$ cat config.mk
export PLATFORM = sky130hd
export DESIGN_NAME = fetch_unit
export DESIGN_NICKNAME = d
export VERILOG_FILES = /design/src/rtl/fetch_unit.sv
export SDC_FILE = /design/constraint.sdc
export NUM_CORES = 1
export LEC_CHECK = 0
export ABC_AREA = 1
export BUFFER_PORTS_ARGS = -buffer_cell sky130_fd_sc_hd__buf_4
export CORE_UTILIZATION = 35
export CTS_BUF_LIST = sky130_fd_sc_hd__clkbuf_4
export CTS_CLUSTER_SIZE = 16
export DETAILED_ROUTE_END_ITERATION = 8
export GPL_TIMING_DRIVEN = 0
export PLACE_DENSITY = 0.52
export SYNTH_ARGS = -nofsm -noshare
export SYNTH_HDL_FRONTEND = slang
export SYNTH_SLANG_ARGS = --single-unit
$ cat constraint.sdc
create_clock -name clk -period 3.7 [get_ports clk]
set_input_delay 0.37 -clock clk [delete_from_list [all_inputs] [get_ports clk]]
set_output_delay 0.37 -clock clk [all_outputs]
set_load 0.02 [all_outputs]
$ cat src/rtl/fetch_unit.sv
// rtl/fetch_unit.sv - instruction fetch stage with credit-limited requests and in-order queue
//
// Purpose:
//   Owns the fetch PC and issues word reads to instruction memory over a
//   req/gnt/rvalid handshake. It buffers the returned words together with
//   their PCs in a DEPTH-entry in-order queue, and hands them to decode with
//   valid/ready. A redirect flushes the queue and marks every response still
//   in flight for discard.
//
// Ports:
//   clk, reset_n                     clock, synchronous active-low reset
//   imem_req_o / imem_addr_o         fetch request and word-aligned address
//   imem_gnt_i                       memory accepted the request this cycle
//   imem_rvalid_i / imem_rdata_i     in-order read response
//   redirect_i / redirect_pc_i       flush and restart fetch at a new PC
//   instr_valid_o / instr_ready_i    decode handshake on the queue head
//   instr_o / instr_pc_o             head instruction and its PC
module fetch_unit #(
  parameter int              XLEN     = 32,
  parameter int              DEPTH    = 2,
  parameter logic [XLEN-1:0] RESET_PC = '0
) (
  input  logic            clk,
  input  logic            reset_n,
  output logic            imem_req_o,
  output logic [XLEN-1:0] imem_addr_o,
  input  logic            imem_gnt_i,
  input  logic            imem_rvalid_i,
  input  logic [31:0]     imem_rdata_i,
  input  logic            redirect_i,
  input  logic [XLEN-1:0] redirect_pc_i,
  output logic            instr_valid_o,
  input  logic            instr_ready_i,
  output logic [31:0]     instr_o,
  output logic [XLEN-1:0] instr_pc_o
);

  localparam int AW = $clog2(DEPTH);
  localparam int CW = AW + 1;
  localparam logic [CW:0] DEPTH_L = (CW+1)'(DEPTH);

  // Fetch PC, in-flight PC FIFO and instruction queue state.
  logic [XLEN-1:0] fetch_pc_q, fetch_pc_d;
  logic [XLEN-1:0] ifl_pc_q [DEPTH];
  logic [AW-1:0]   ifl_wr_q, ifl_rd_q;
  logic [XLEN-1:0] q_pc_q [DEPTH];
  logic [31:0]     q_instr_q [DEPTH];
  logic [AW-1:0]   q_wr_q, q_rd_q;
  logic [CW-1:0]   occ_q, occ_d;
  logic [CW-1:0]   out_q, out_d;
  logic [CW-1:0]   disc_q, disc_d;

  logic            grant;
  logic            q_push;
  logic            q_pop;
  logic [CW:0]     credit_sum;
  logic            unused_redirect_lsbs;

  assign unused_redirect_lsbs = ^redirect_pc_i[1:0];

  // Every queued entry and every outstanding request holds one queue slot,
  // so a returning response always finds room and the queue cannot overflow.
  assign credit_sum    = {1'b0, occ_q} + {1'b0, out_q};
  assign imem_req_o    = reset_n && !redirect_i && (credit_sum < DEPTH_L);
  assign imem_addr_o   = fetch_pc_q;
  assign grant         = imem_req_o && imem_gnt_i;

  // Responses are dropped in a redirect cycle and while discards are pending.
  assign q_push        = imem_rvalid_i && !redirect_i && (disc_q == '0);

  assign instr_valid_o = reset_n && !redirect_i && (occ_q != '0);
  assign q_pop         = instr_valid_o && instr_ready_i;
  assign instr_o       = q_instr_q[q_rd_q];
  assign instr_pc_o    = q_pc_q[q_rd_q];

  always_comb begin
    fetch_pc_d = fetch_pc_q;
    occ_d      = occ_q;
    disc_d     = disc_q;
    // Outstanding tracks real memory traffic, flushed or not; a grant and a
    // response in the same cycle belong to different requests and cancel.
    out_d      = out_q + CW'(grant) - CW'(imem_rvalid_i);
    if (redirect_i) begin
      fetch_pc_d = {redirect_pc_i[XLEN-1:2], 2'b00};
      occ_d      = '0;
      // Whatever is still in flight after this cycle is stale.
      disc_d     = out_q - CW'(imem_rvalid_i);
    end else begin
      if (grant) begin
        fetch_pc_d = fetch_pc_q + XLEN'(4);
      end
      if (imem_rvalid_i && (disc_q != '0)) begin
        disc_d = disc_q - 1'b1;
      end
      occ_d = occ_q + CW'(q_push) - CW'(q_pop);
    end
  end

  always_ff @(posedge clk) begin
    if (!reset_n) begin
      fetch_pc_q <= RESET_PC;
      ifl_wr_q   <= '0;
      ifl_rd_q   <= '0;
      q_wr_q     <= '0;
      q_rd_q     <= '0;
      occ_q      <= '0;
      out_q      <= '0;
      disc_q     <= '0;
      for (int i = 0; i < DEPTH; i++) begin
        ifl_pc_q[i]  <= '0;
        q_pc_q[i]    <= '0;
        q_instr_q[i] <= '0;
      end
    end else begin
      fetch_pc_q <= fetch_pc_d;
      occ_q      <= occ_d;
      out_q      <= out_d;
      disc_q     <= disc_d;

      if (grant) begin
        ifl_pc_q[ifl_wr_q] <= fetch_pc_q;
        ifl_wr_q           <= ifl_wr_q + 1'b1;
      end
      // The in-flight entry is retired on every response, kept or dropped.
      if (imem_rvalid_i) begin
        ifl_rd_q <= ifl_rd_q + 1'b1;
      end

      if (redirect_i) begin
        q_wr_q <= '0;
        q_rd_q <= '0;
      end else begin
        if (q_push) begin
          q_pc_q[q_wr_q]    <= ifl_pc_q[ifl_rd_q];
          q_instr_q[q_wr_q] <= imem_rdata_i;
          q_wr_q            <= q_wr_q + 1'b1;
        end
        if (q_pop) begin
          q_rd_q <= q_rd_q + 1'b1;
        end
      end
    end
  end

endmodule

== After elaboration in Yosys (flattened, before gate mapping) ==
Memory sizes are Yosys's and may differ from the RTL's. A register that Yosys moved wholly into a read port is not among the register bits.
Cells that the tools add are included.
Widths: inputs -> output; s select.
Storage, ports and cells
  register bits: 42
  RAM bits: 192
  input bits: 70
  output and inout bits: 98
  logic and storage cells: 71
  memories kept: 3
Memories
  ifl_pc_q: depth 2, bits a word 32, rd ports 1, clocked after Yosys merged registers in 1, wr ports 2, RTL line 44  | logic [XLEN-1:0] ifl_pc_q [DEPTH];
  q_instr_q: depth 2, bits a word 32, rd ports 1, clocked after Yosys merged registers in 1, wr ports 2, RTL line 47  | logic [31:0] q_instr_q [DEPTH];
  q_pc_q: depth 2, bits a word 32, rd ports 1, clocked after Yosys merged registers in 1, wr ports 2, RTL line 46  | logic [XLEN-1:0] q_pc_q [DEPTH];
Operators by class
  $add $sub $neg: 12
  $lt $le $gt $ge: 1
  multiplexer cells: 27
  bitwise operators: 1
  reduce and logical (&&, ||, !) cells: 18
Operators by type and width (number)
  $mux 32: 5
  $reduce_or 32->1: 3
  $add 32x3->32 const B: 1
  $mux 1: 20
  $logic_and 1x1->1: 8
  $reduce_bool 2->1: 4
  $sub 2x1->2: 3
  $add 1x1->1 const B: 4
  $add 2x1->2: 2
  $mux 2: 2
  $add 2x2->3: 1
  $lt 3x2->1 const B: 1
  $logic_not 2->1: 1
  $reduce_or 2->1: 1
  $sub 2x1->2 const B: 1
  $logic_not 1->1: 1
  $not 1->1: 1

== Depth between registers and ports, before layout ==
Gate-level depths: netlist of the first run.
  word-level depth: 9
  depth in mapped cells: 13
  depth with buffers taken out: 12

== Worst setup path before layout of the first run ==
OpenSTA, ideal clock, no wires.
  kind: register to register
  start: register disc_q[0]
  end: memory q_instr_q[1][0], enable pin
  library setup time: 675 ps
  arrival time: 2313 ps
  required time: 3025 ps
  setup slack: 712 ps
  cell stages (with the launch flop): 7
  path buffers: 1
  period minus slack after synthesis: 2988 ps
  cells stage by stage: dfxtp_1 -> inv_1 -> ha_1 -> and3_1 -> nand2_1 -> clkbuf_1 -> nand2_1
RTL lines
  start, declared: RTL line 51  | logic [CW-1:0] disc_q, disc_d;
  start signal, assigned: RTL line 118  | disc_q <= disc_d;
  end, declared: RTL line 47

==> results.sh, run 1 <==
export IMPL_finalClockSkew_ns=0.0499
export IMPL_yosysMostFrequentCell="nor2_1"
export IMPL_outcome="completed"
export IMPL_path_class="flip-flop to flip-flop"
export IMPL_antenna_found_initial=1
export IMPL_cp_slowest_stage_delay_ns=0.63
export IMPL_yosys_area_top_type="edfxtp_1"
export IMPL_synth_top_cells_by_count="235 x nor2_1, 184 x edfxtp_1, 131 x nand2_1, 104 x inv_1, 62 x mux2_2"
export IMPL_cts_buffers=61
export IMPL_syn_area_per_cell_um2=10.4
export IMPL_synth_compound_area_share_pct=3.68
export IMPL_cts_tree="yes"
export IMPL_synth_simple_area_share_pct=16.3
export IMPL_finish_utilization_pct=45.9
export IMPL_boundaryPins=168
export IMPL_grt_max_degree=63
export IMPL_yosys_register_bits=226
export IMPL_final_antenna_net_count=0
export IMPL_tightest_slew_ns=0.925
export IMPL_routed_wl_um=25100
export IMPL_synth_top_family_by_area="simple AND/OR/NAND/NOR gates"
export IMPL_fp_dieH_um=173
export IMPL_grt_pass1_vias=7486
export IMPL_max_slew_margin_pct=38.3
export IMPL_syn_to_final_growth_pct=28.8
export IMPL_cp_num_buf_inv=2
export IMPL_p_leak_uw=0.00548
export IMPL_gr_usage_all_layers_pct=16.8
export IMPL_endpoint_kind="flip-flop"
export IMPL_worst_path_max_fanout=62
export IMPL_wire_per_inst_um=14.9
export IMPL_drv_slew=0
export IMPL_gp_congestion=0.855
export IMPL_hpwl_um=17200
export IMPL_drtIter0Drc=381
export IMPL_die_area_mm2=0.0300
export IMPL_die_width_um=173
export IMPL_worst_path_max_delay_cell="nand2_4"
export IMPL_drc=0
export IMPL_crit_required_ns=3.90
export IMPL_setup_viol=0
export IMPL_post_place_ws_ns=0.620
export IMPL_fmax_mhz=352
export IMPL_period_share_pct=76.7
export IMPL_fin_nets=1332
export IMPL_via_per_inst=4.53
export IMPL_htreeDepth=2
export IMPL_ys_flop_type="edfxtp_1"
export IMPL_finalPower_uw=5820
export IMPL_postSynthCellCount=983
export IMPL_yosys_warnings=0
export IMPL_clock_sinks=226
export IMPL_cp_cell_sequence="inv_1 > ha_1 > and3_1 > nand2_1 > clkbuf_1 > nand2_4"
export IMPL_cts_setup_buffers=0
export IMPL_synth_xor_area_share_pct=0.853
export IMPL_initial_core_util_pct=35.7
export IMPL_port_buffers=160
export IMPL_ir_worst_vdd_mv=0.175
export IMPL_cts_root_buf="clkbuf_4"
export IMPL_post_route_min_period_ns=2.84
export IMPL_synth_seq_area_share_pct=62.0
export IMPL_final_hold_viol_count=0
export IMPL_grt_overflow_total=0
export IMPL_synth_edf_count=184
export IMPL_placementRows=62
export IMPL_clockBufferDepth=3
export IMPL_synth_area_leaders="edfxtp_1 54%, nor2_1 8.6%, dfxtp_1 8.2%, mux2_2 6.8%, nand2_1 4.8%"
export IMPL_synth_top_cell_area_share_pct=53.8
export IMPL_synthMuxAreaShare_pct=9.73
export IMPL_dr_total_vias=7641
export IMPL_dr_pass1_iters=4
export IMPL_startpoint_type="flip-flop"
export IMPL_cap_violations=0
export IMPL_rsz0062_at_grt="no"
export IMPL_insertion_delay_ns=0.69
export IMPL_arrival_ns=3.04
export IMPL_power_density_mw_per_mm2=440
export IMPL_grt_pass1_wl_um=39700
export IMPL_netlist_area_mm2=0.0103
export IMPL_path_clk_slew_ns=0.07
export IMPL_coreArea_mm2=0.0288
export IMPL_ctsHoldBuffers=44
export IMPL_setup_ws_ns=0.863
export IMPL_yosysUniqueCellTypes=36
export IMPL_synth_fa_ha_area_share_pct=1.05
export IMPL_async_reset_ff_share_pct=0
export IMPL_hp_class="input pin to flip-flop"
export IMPL_drive_gt1_share_pct=28.7
export IMPL_post_cts_resized=0
export IMPL_path_delay_family="simple AND/OR/NAND/NOR gates"
-- path summary, 6_finish.rpt --
kind                                         from               end  slack (ns)  cells past startpoint
worst max-delay path                    disc_q[0]  q_instr_q[1][12]        0.86                      6
worst min-delay path            redirect_pc_i[13]   imem_addr_o[13]        0.05                      5
worst max register to register          disc_q[0]  q_instr_q[1][12]        0.86                      6
worst min register to register           ifl_wr_q          ifl_wr_q        0.49                      2
-- cells in the final DEF (no fill, tap or decap), types with 4 or more instances in the layout --
cell and count:
nor2_1 235, edfxtp_1 184, buf_4 165, nand2_1 128, inv_1 104, clkbuf_4 97, mux2_2 62, dlygate4sd3_1 44
dfxtp_1 42, nand3_1 36, o21ai_0 32, a21oi_1 32, mux2i_1 30, buf_2 22, clkbuf_1 14, clkinv_1 10
xor2_1 8, ha_1 7, nor2_2 6, inv_2 5, nand2_2 4, conb_1 4
-- state kept, by name, indices dropped and copies added (netlist names), 2 cells and up, named ones only --
| name | flops |
|---|---|
| disc_q | 2 |
| ifl_pc_q | 60 |
| imem_addr_o | 30 |
| occ_q | 2 |
| out_q | 2 |
| q_instr_q | 64 |
| q_pc_q | 60 |
-- cell families after synthesis --
| logic type | Yosys count |
|---|---|
| AND/OR/NAND/NOR | 419 |
| flip-flops | 226 |
| buffers and inverters | 154 |
| multiplexers | 92 |
| AO/OA/AOI/OAI | 73 |
| XOR/XNOR | 10 |
| adder cells (fa/ha/maj) | 8 |
| other | 1 |
-- cell type report --
class | count | area [um^2]
clock inverters | 12 | 46.3
fillers | 2798 | 15600
repair buffers | 205 | 1670
well taps | 384 | 480
clock buffers | 97 | 728
plain buffers | 45 | 239
flip-flops and latches | 226 | 6370
diodes | 1 | 2.50
inverters | 109 | 412
multi-input cells | 606 | 3280
-- per-stage QoR --
| step | cell area, um^2 | TNS [ns] | hold WS [ns] | std cells |
|---|---|---|---|---|
| floorplan | 10300 | 0 | 0.446 | 986 |
| global placement | 12000 | -83.08 | 0.455 | 1530 |
| detailed placement | 12000 | 0 | 0.475 | 1530 |
| CTS | 13200 | 0 | 0.00852 | 1683 |
| global route | 13200 | 0 | 0.0250 | 1685 |
| finish | 13200 | 0 | 0.0461 | 1685 |
-- metal layers --
layer | track usage [%] | part of all wire, % | wire length (um)
met5 | 0 | 0 | 0
met4 | 5.64 | 1.9 | 483
met3 | 3.49 | 6.0 | 1520
met2 | 25.9 | 44 | 11100
met1 | 23.5 | 48 | 11900
-- tightest hold or removal path: cells and delay by family --
family | cells | cell delay [ns]
AOI/OAI and AO/OA | 2 | 0.12
buffers and inverters | 2 | 0.15
and+or+nand+nor | 1 | 0.05
-- power by group --
part	leakage, uW	internal [uW]	switching [uW]
logic	0.00276	283	395
registers	0.00225	2880	62.4
clock network	0.000470	1170	1020
total	0.00548	4340	1480
Power figures use the tool's default switching activity.
==> run 2, diff against run 1 <==
- ABC_AREA: 1 -> 0
- clock period: 3.7 -> 2.9 ns (I/O delays scaled with it)
==> results.sh, run 2 <==
export IMPL_outcome="completed"
export IMPL_ys_flop_type="edfxtp_1"
export IMPL_synth_top_cell_area_share_pct=54.3
export IMPL_synth_seq_area_share_pct=62.5
export IMPL_path_common_cell="or4_1"
export IMPL_yosys_register_bits=226
export IMPL_endpoint_kind="flip-flop"
export IMPL_cts_tree="yes"
export IMPL_yosysMostFrequentCell="edfxtp_1"
export IMPL_syn_to_final_growth_pct=33.4
export IMPL_synth_area_leaders="edfxtp_1 54%, dfxtp_1 8.3%, mux2_2 6.9%, and2_1 6.3%, mux2i_1 2.9%"
export IMPL_max_slew_margin_pct=12.6
export IMPL_largest_reg_flops=64
export IMPL_initial_core_util_pct=35.6
export IMPL_die_area_mm2=0.0298
export IMPL_drc=0
export IMPL_drv_slew=0
export IMPL_die_width_um=173
export IMPL_gp_congestion=0.842
export IMPL_routed_wl_um=25500
export IMPL_synth_xor_area_share_pct=1.55
export IMPL_worst_path_max_delay_cell="or4_1"
export IMPL_grt_pass1_vias=7313
export IMPL_post_route_min_period_ns=2.76
export IMPL_finalClockSkew_ns=0.0521
export IMPL_coreArea_mm2=0.0286
export IMPL_synth_top_family_by_area="simple AND/OR/NAND/NOR gates"
export IMPL_yosys_warnings=0
export IMPL_dr_pass1_iters=4
export IMPL_boundaryPins=168
export IMPL_synthMuxAreaShare_pct=9.81
export IMPL_port_buffers=161
export IMPL_final_hold_viol_count=0
export IMPL_worst_path_max_fanout=4
export IMPL_finalPower_uw=7630
export IMPL_layout_commonest_cell="edfxtp_1"
export IMPL_startpoint_type="flip-flop"
export IMPL_place_inst=1360
export IMPL_gr_usage_all_layers_pct=17.1
export IMPL_yosysUniqueCellTypes=49
export IMPL_htreeDepth=2
export IMPL_power_density_mw_per_mm2=561
export IMPL_fp_dieH_um=173
export IMPL_hp_class="input pin to flip-flop"
export IMPL_p_leak_uw=0.00544
export IMPL_fmax_mhz=362
export IMPL_synth_fa_ha_area_share_pct=1.06
export IMPL_via_per_inst=4.74
export IMPL_antenna_found_initial=1
export IMPL_r2r_setup_slack_ns=0.14
export IMPL_path_clk_slew_ns=0.08
export IMPL_multi_input_area_mm2=0.00366
export IMPL_tightest_slew_ns=1.31
export IMPL_hpwl_um=17100
export IMPL_arrival_ns=3.40
export IMPL_grt_overflow_total=0
export IMPL_rsz0062_at_grt="no"
export IMPL_insertion_delay_ns=0.69
export IMPL_yosys_area_top_type="edfxtp_1"
export IMPL_drtIter0Drc=399
export IMPL_clock_sinks=226
export IMPL_top_register="q_instr_q"
export IMPL_synth_edf_count=184
export IMPL_grt_max_degree=63
export IMPL_drive_gt1_share_pct=31.9
export IMPL_final_antenna_net_count=0
export IMPL_cts_root_buf="clkbuf_4"
export IMPL_reg_largest_list="q_instr_q: 64 flops, ifl_pc_q: 60 flops, q_pc_q: 60 flops"
export IMPL_cap_violations=0
export IMPL_path_delay_family="simple AND/OR/NAND/NOR gates"
export IMPL_grt_pass1_wl_um=39600
export IMPL_cts_buffers=58
export IMPL_ir_worst_vdd_mv=0.241
export IMPL_wire_per_inst_um=16.6
export IMPL_fillers=2663
export IMPL_async_reset_ff_share_pct=0
export IMPL_finalNonFillerCells=1540
export IMPL_clockBufferDepth=3
export IMPL_dr_total_vias=7297
export IMPL_syn_area_per_cell_um2=12.6
export IMPL_cp_slowest_stage_delay_ns=0.57
export IMPL_synth_compound_area_share_pct=5.00
export IMPL_seqCellArea_mm2=0.00637
export IMPL_postSynthCellCount=809
export IMPL_final_cell_mix="184 x edfxtp_1, 172 x buf_4, 102 x and2_1"
export IMPL_setup_viol=0
export IMPL_fin_nets=1186
export IMPL_synth_simple_area_share_pct=17.3
export IMPL_period_share_pct=95.3
export IMPL_cp_num_buf_inv=2
export IMPL_synth_top_cells_by_count="184 x edfxtp_1, 103 x and2_1, 69 x nor2_1, 62 x mux2_2, 50 x clkbuf_1"
export IMPL_path_class="flip-flop to flip-flop"
export IMPL_placementRows=62
export IMPL_crit_required_ns=3.54
export IMPL_netlist_area_mm2=0.0102
export IMPL_cp_cell_sequence="and2_4 > fa_1 > or3b_1 > buf_6 > buf_4 > or4_1 > or4_1 > nand3_1"
-- run 2: kinds of logic after synthesis --
family / count (synthesis)
AO/OA/AOI/OAI: 78
adder cells (fa/ha/maj): 8
XOR/XNOR: 18
multiplexers: 92
buffers and inverters: 68
flip-flops: 226
AND/OR/NAND/NOR: 318
other: 1
-- run 2: where the power goes --
| part | internal (uW) | switching (uW) | total (uW) |
|---|---|---|---|
| sequential | 3700 | 108 | 3810 |
| clock | 1510 | 1260 | 2770 |
| combinational | 477 | 568 | 1040 |
| total | 5690 | 1930 | 7630 |
-- run 2: routing by layer --
layer / vias up / track usage (%) / part of all wire [%]
li1: 3595 / - / -
met3: 49 / 3.52 / 6.0
met5: - / 0 / 0
met2: 257 / 27.3 / 46
met4: 0 / 6.10 / 2.5
met1: 3396 / 23.0 / 46
-- run 2: final timing paths --
path / start / end / cells past startpoint
worst max register to register: occ_q[0] / imem_addr_o[15] / 8
worst min register to register: q_rd_q / q_rd_q / 2
worst min-delay path: imem_rvalid_i / flip-flop / 3
worst max-delay path: occ_q[0] / imem_addr_o[15] / 8
-- run 2: repair_timing --
action,CTS,global route
buffers inserted,8,1
gates cloned,1,0
gates resized for setup,23,6
pin swaps,7,2
endpoints found under the hold margin,93,0
hold buffers,62,0
setup endpoints to repair,155,115
-- run 2: layout make-up --
class,instances,area share [%]
timing repair buffer,235,14.7
antenna,1,0.0184
inverter,8,0.249
clock buffer,98,5.41
multi-input combinational,519,26.9
sequential,226,46.9
buffer,60,1.97
tap,384,3.54
clock inverter,9,0.322
-- run 2: worst register-to-register path: cells and delay by family (launching register included) --
| kind | cells | cell delay, ns |
|---|---|---|
| and+or+nand+nor | 5 | 1.69 |
| DFF | 1 | 0.33 |
| adders and majority gates | 1 | 0.43 |
| buffers and inverters | 2 | 0.27 |
-- run 2: metrics by stage --
step                      setup TNS [ns]  worst slack, ns  instance area [um^2]  hold slack (ns)  util [%]
after floorplan                        0          0.00118                 10200            0.428         -
after global placement           -150.76            -1.04                 11900            0.517      41.6
after detailed placement          -62.30           -0.864                 12000            0.519      41.9
final                                  0            0.137                 13600           0.0585      47.5
after global routing                   0           0.0170                 13600           0.0183      47.5
after CTS                              0           0.0121                 13600          0.00518      47.4
==> run 3, diff against run 2 <==
- CELL_PAD_IN_SITES_DETAIL_PLACEMENT: unset -> 1
- CELL_PAD_IN_SITES_GLOBAL_PLACEMENT: unset -> 2
- PLACE_DENSITY: 0.52 -> 0.72
==> results.sh, run 3 (synthesized netlist as in run 2, its figures left out) <==
export IMPL_outcome="completed"
export IMPL_dr_total_vias=7496
export IMPL_via_per_inst=4.85
export IMPL_antenna_found_initial=1
export IMPL_cp_cell_sequence="and2_4 > fa_2 > or3b_4 > or4_4 > buf_8 > or4_1 > nand3_1"
export IMPL_swShare_pct=25.7
export IMPL_startpoint_type="flip-flop"
export IMPL_setup_viol=0
export IMPL_hp_class="input pin to flip-flop"
export IMPL_period_share_pct=96.1
export IMPL_final_hold_viol_count=0
export IMPL_drtIter0Drc=358
export IMPL_post_route_min_period_ns=2.79
export IMPL_worst_path_max_fanout=6
export IMPL_fin_nets=1199
export IMPL_endpoint_kind="flip-flop"
export IMPL_initial_core_util_pct=35.6
export IMPL_largest_reg_flops=64
export IMPL_top_register="q_instr_q"
export IMPL_die_width_um=173
export IMPL_finish_utilization_pct=47.6
export IMPL_fp_dieH_um=173
export IMPL_syn_to_final_growth_pct=33.8
export IMPL_hpwl_um=18700
export IMPL_coreArea_mm2=0.0286
export IMPL_combPwrFrac_pct=13.3
export IMPL_seq_power_share_pct=48.7
export IMPL_final_cell_area_mm2=0.0136
export IMPL_final_antenna_net_count=0
export IMPL_p_leak_uw=0.00546
export IMPL_max_slew_margin_pct=16.0
export IMPL_boundaryPins=168
export IMPL_finalSetupTns_ns=0
export IMPL_p_sw_uw=2010
export IMPL_setup_ws_ns=0.113
export IMPL_p_int_uw=5830
export IMPL_port_buffers=161
export IMPL_ir_worst_vdd_mv=0.230
export IMPL_routed_wl_um=27600
export IMPL_path_class="flip-flop to flip-flop"
export IMPL_cts_root_buf="clkbuf_4"
export IMPL_crit_required_ns=3.46
export IMPL_grt_overflow_total=0
export IMPL_cap_violations=0
export IMPL_power_density_mw_per_mm2=576
export IMPL_gp_congestion=0.810
export IMPL_dpl_cell_area_mm2=0.0120
export IMPL_htreeDepth=3
export IMPL_clock_sinks=226
export IMPL_path_clk_slew_ns=0.07
export IMPL_die_area_mm2=0.0298
export IMPL_post_place_ws_ns=-0.966
export IMPL_p_clk_share_pct=38.0
export IMPL_insertion_delay_ns=0.65
export IMPL_cp_slowest_stage_delay_ns=0.62
export IMPL_grt_pass1_vias=7818
export IMPL_finalPower_uw=7840
export IMPL_drive_gt1_share_pct=32.6
export IMPL_clockBufferDepth=3
export IMPL_final_cell_mix="184 x edfxtp_1, 180 x buf_4, 102 x and2_1"
export IMPL_reg_largest_list="q_instr_q: 64 flops, ifl_pc_q: 60 flops, q_pc_q: 60 flops"
export IMPL_layout_commonest_cell="edfxtp_1"
export IMPL_gr_usage_all_layers_pct=18.6
export IMPL_grt_pass1_wl_um=43200
export IMPL_wire_per_inst_um=17.9
export IMPL_fmax_mhz=359
export IMPL_cts_buffers=66
export IMPL_dr_pass1_iters=5
export IMPL_arrival_ns=3.35
export IMPL_grt_max_degree=63
export IMPL_worst_path_max_delay_cell="or4_4"
export IMPL_cts_tree="yes"
export IMPL_drv_slew=0
export IMPL_finalClockSkew_ns=0.0439
export IMPL_tightest_slew_ns=1.26
export IMPL_placementRows=62
export IMPL_rsz0062_at_grt="no"
export IMPL_drc=0
[run 3: cell type report]
class	instances	area, um^2
Inverter	8	33.8
Fill cell	3036	15000
Buffer	59	259
Multi-Input combinational cell	519	3670
Clock inverter	13	106
Clock buffer	94	706
Timing Repair Buffer	241	2000
Antenna cell	1	2.50
Tap cell	384	480
Sequential cell	226	6370
[run 3: power groups by stage]
stage | clock network (uW) | logic, uW | registers [uW]
final | 2980 | 1050 | 3820
after CTS | 3090 | 1050 | 3820
after floorplan | 0 | 498 | 3880
after detailed placement | 0 | 934 | 3890
after global placement | 0 | 913 | 3880
after global routing | 3250 | 1130 | 3840
[run 3: final timing paths]
check | endpoint | cells after the start | slack, ns | startpoint
worst max-delay path | imem_addr_o[31] | 7 | 0.11 | occ_q[0]
worst min-delay path | imem_addr_o[31] | 4 | 0.06 | redirect_pc_i[31]
worst max register to register | imem_addr_o[31] | 7 | 0.11 | occ_q[0]
worst min register to register | q_rd_q | 2 | 0.54 | q_rd_q
[run 3: worst max-delay path, delay by kind of cell, from the launching register on]
kind                       cells  cell delay, ns
adders and majority gates      1            0.43
buffers and inverters          1            0.16
and+or+nand+nor                5            1.79
DFF                            1            0.34
[run 3: per-stage QoR]
step | hold slack (ns) | cells
3_3_place_gp | 0.504 | 1357
3_5_place_dp | 0.519 | 1359
6_report | 0.0585 | 1545
5_1_grt | 0.0501 | 1545
4_1_cts | 0.0118 | 1540
2_1_floorplan | 0.428 | 812
[run 3: what timing repair did]
| item | 4_1_cts | 5_1_grt |
|---|---|---|
| setup endpoints to repair | 105 | 188 |
| hold buffers | 60 | 0 |
| hold endpoints to repair | 92 | 0 |
| resized for setup | 16 | 23 |
| setup buffers | 13 | 5 |
| cloned | 1 | 0 |
| pin swaps | 4 | 6 |
[run 3: per-layer routing]
layer	wire (um)	share of wire (%)	vias up	track usage, %
met2	13000	47	211	30.3
met3	1460	5.3	55	3.94
met4	613	2.2	0	6.73
met5	0	0	-	0
li1	-	-	3615	-
met1	12500	45	3615	24.5
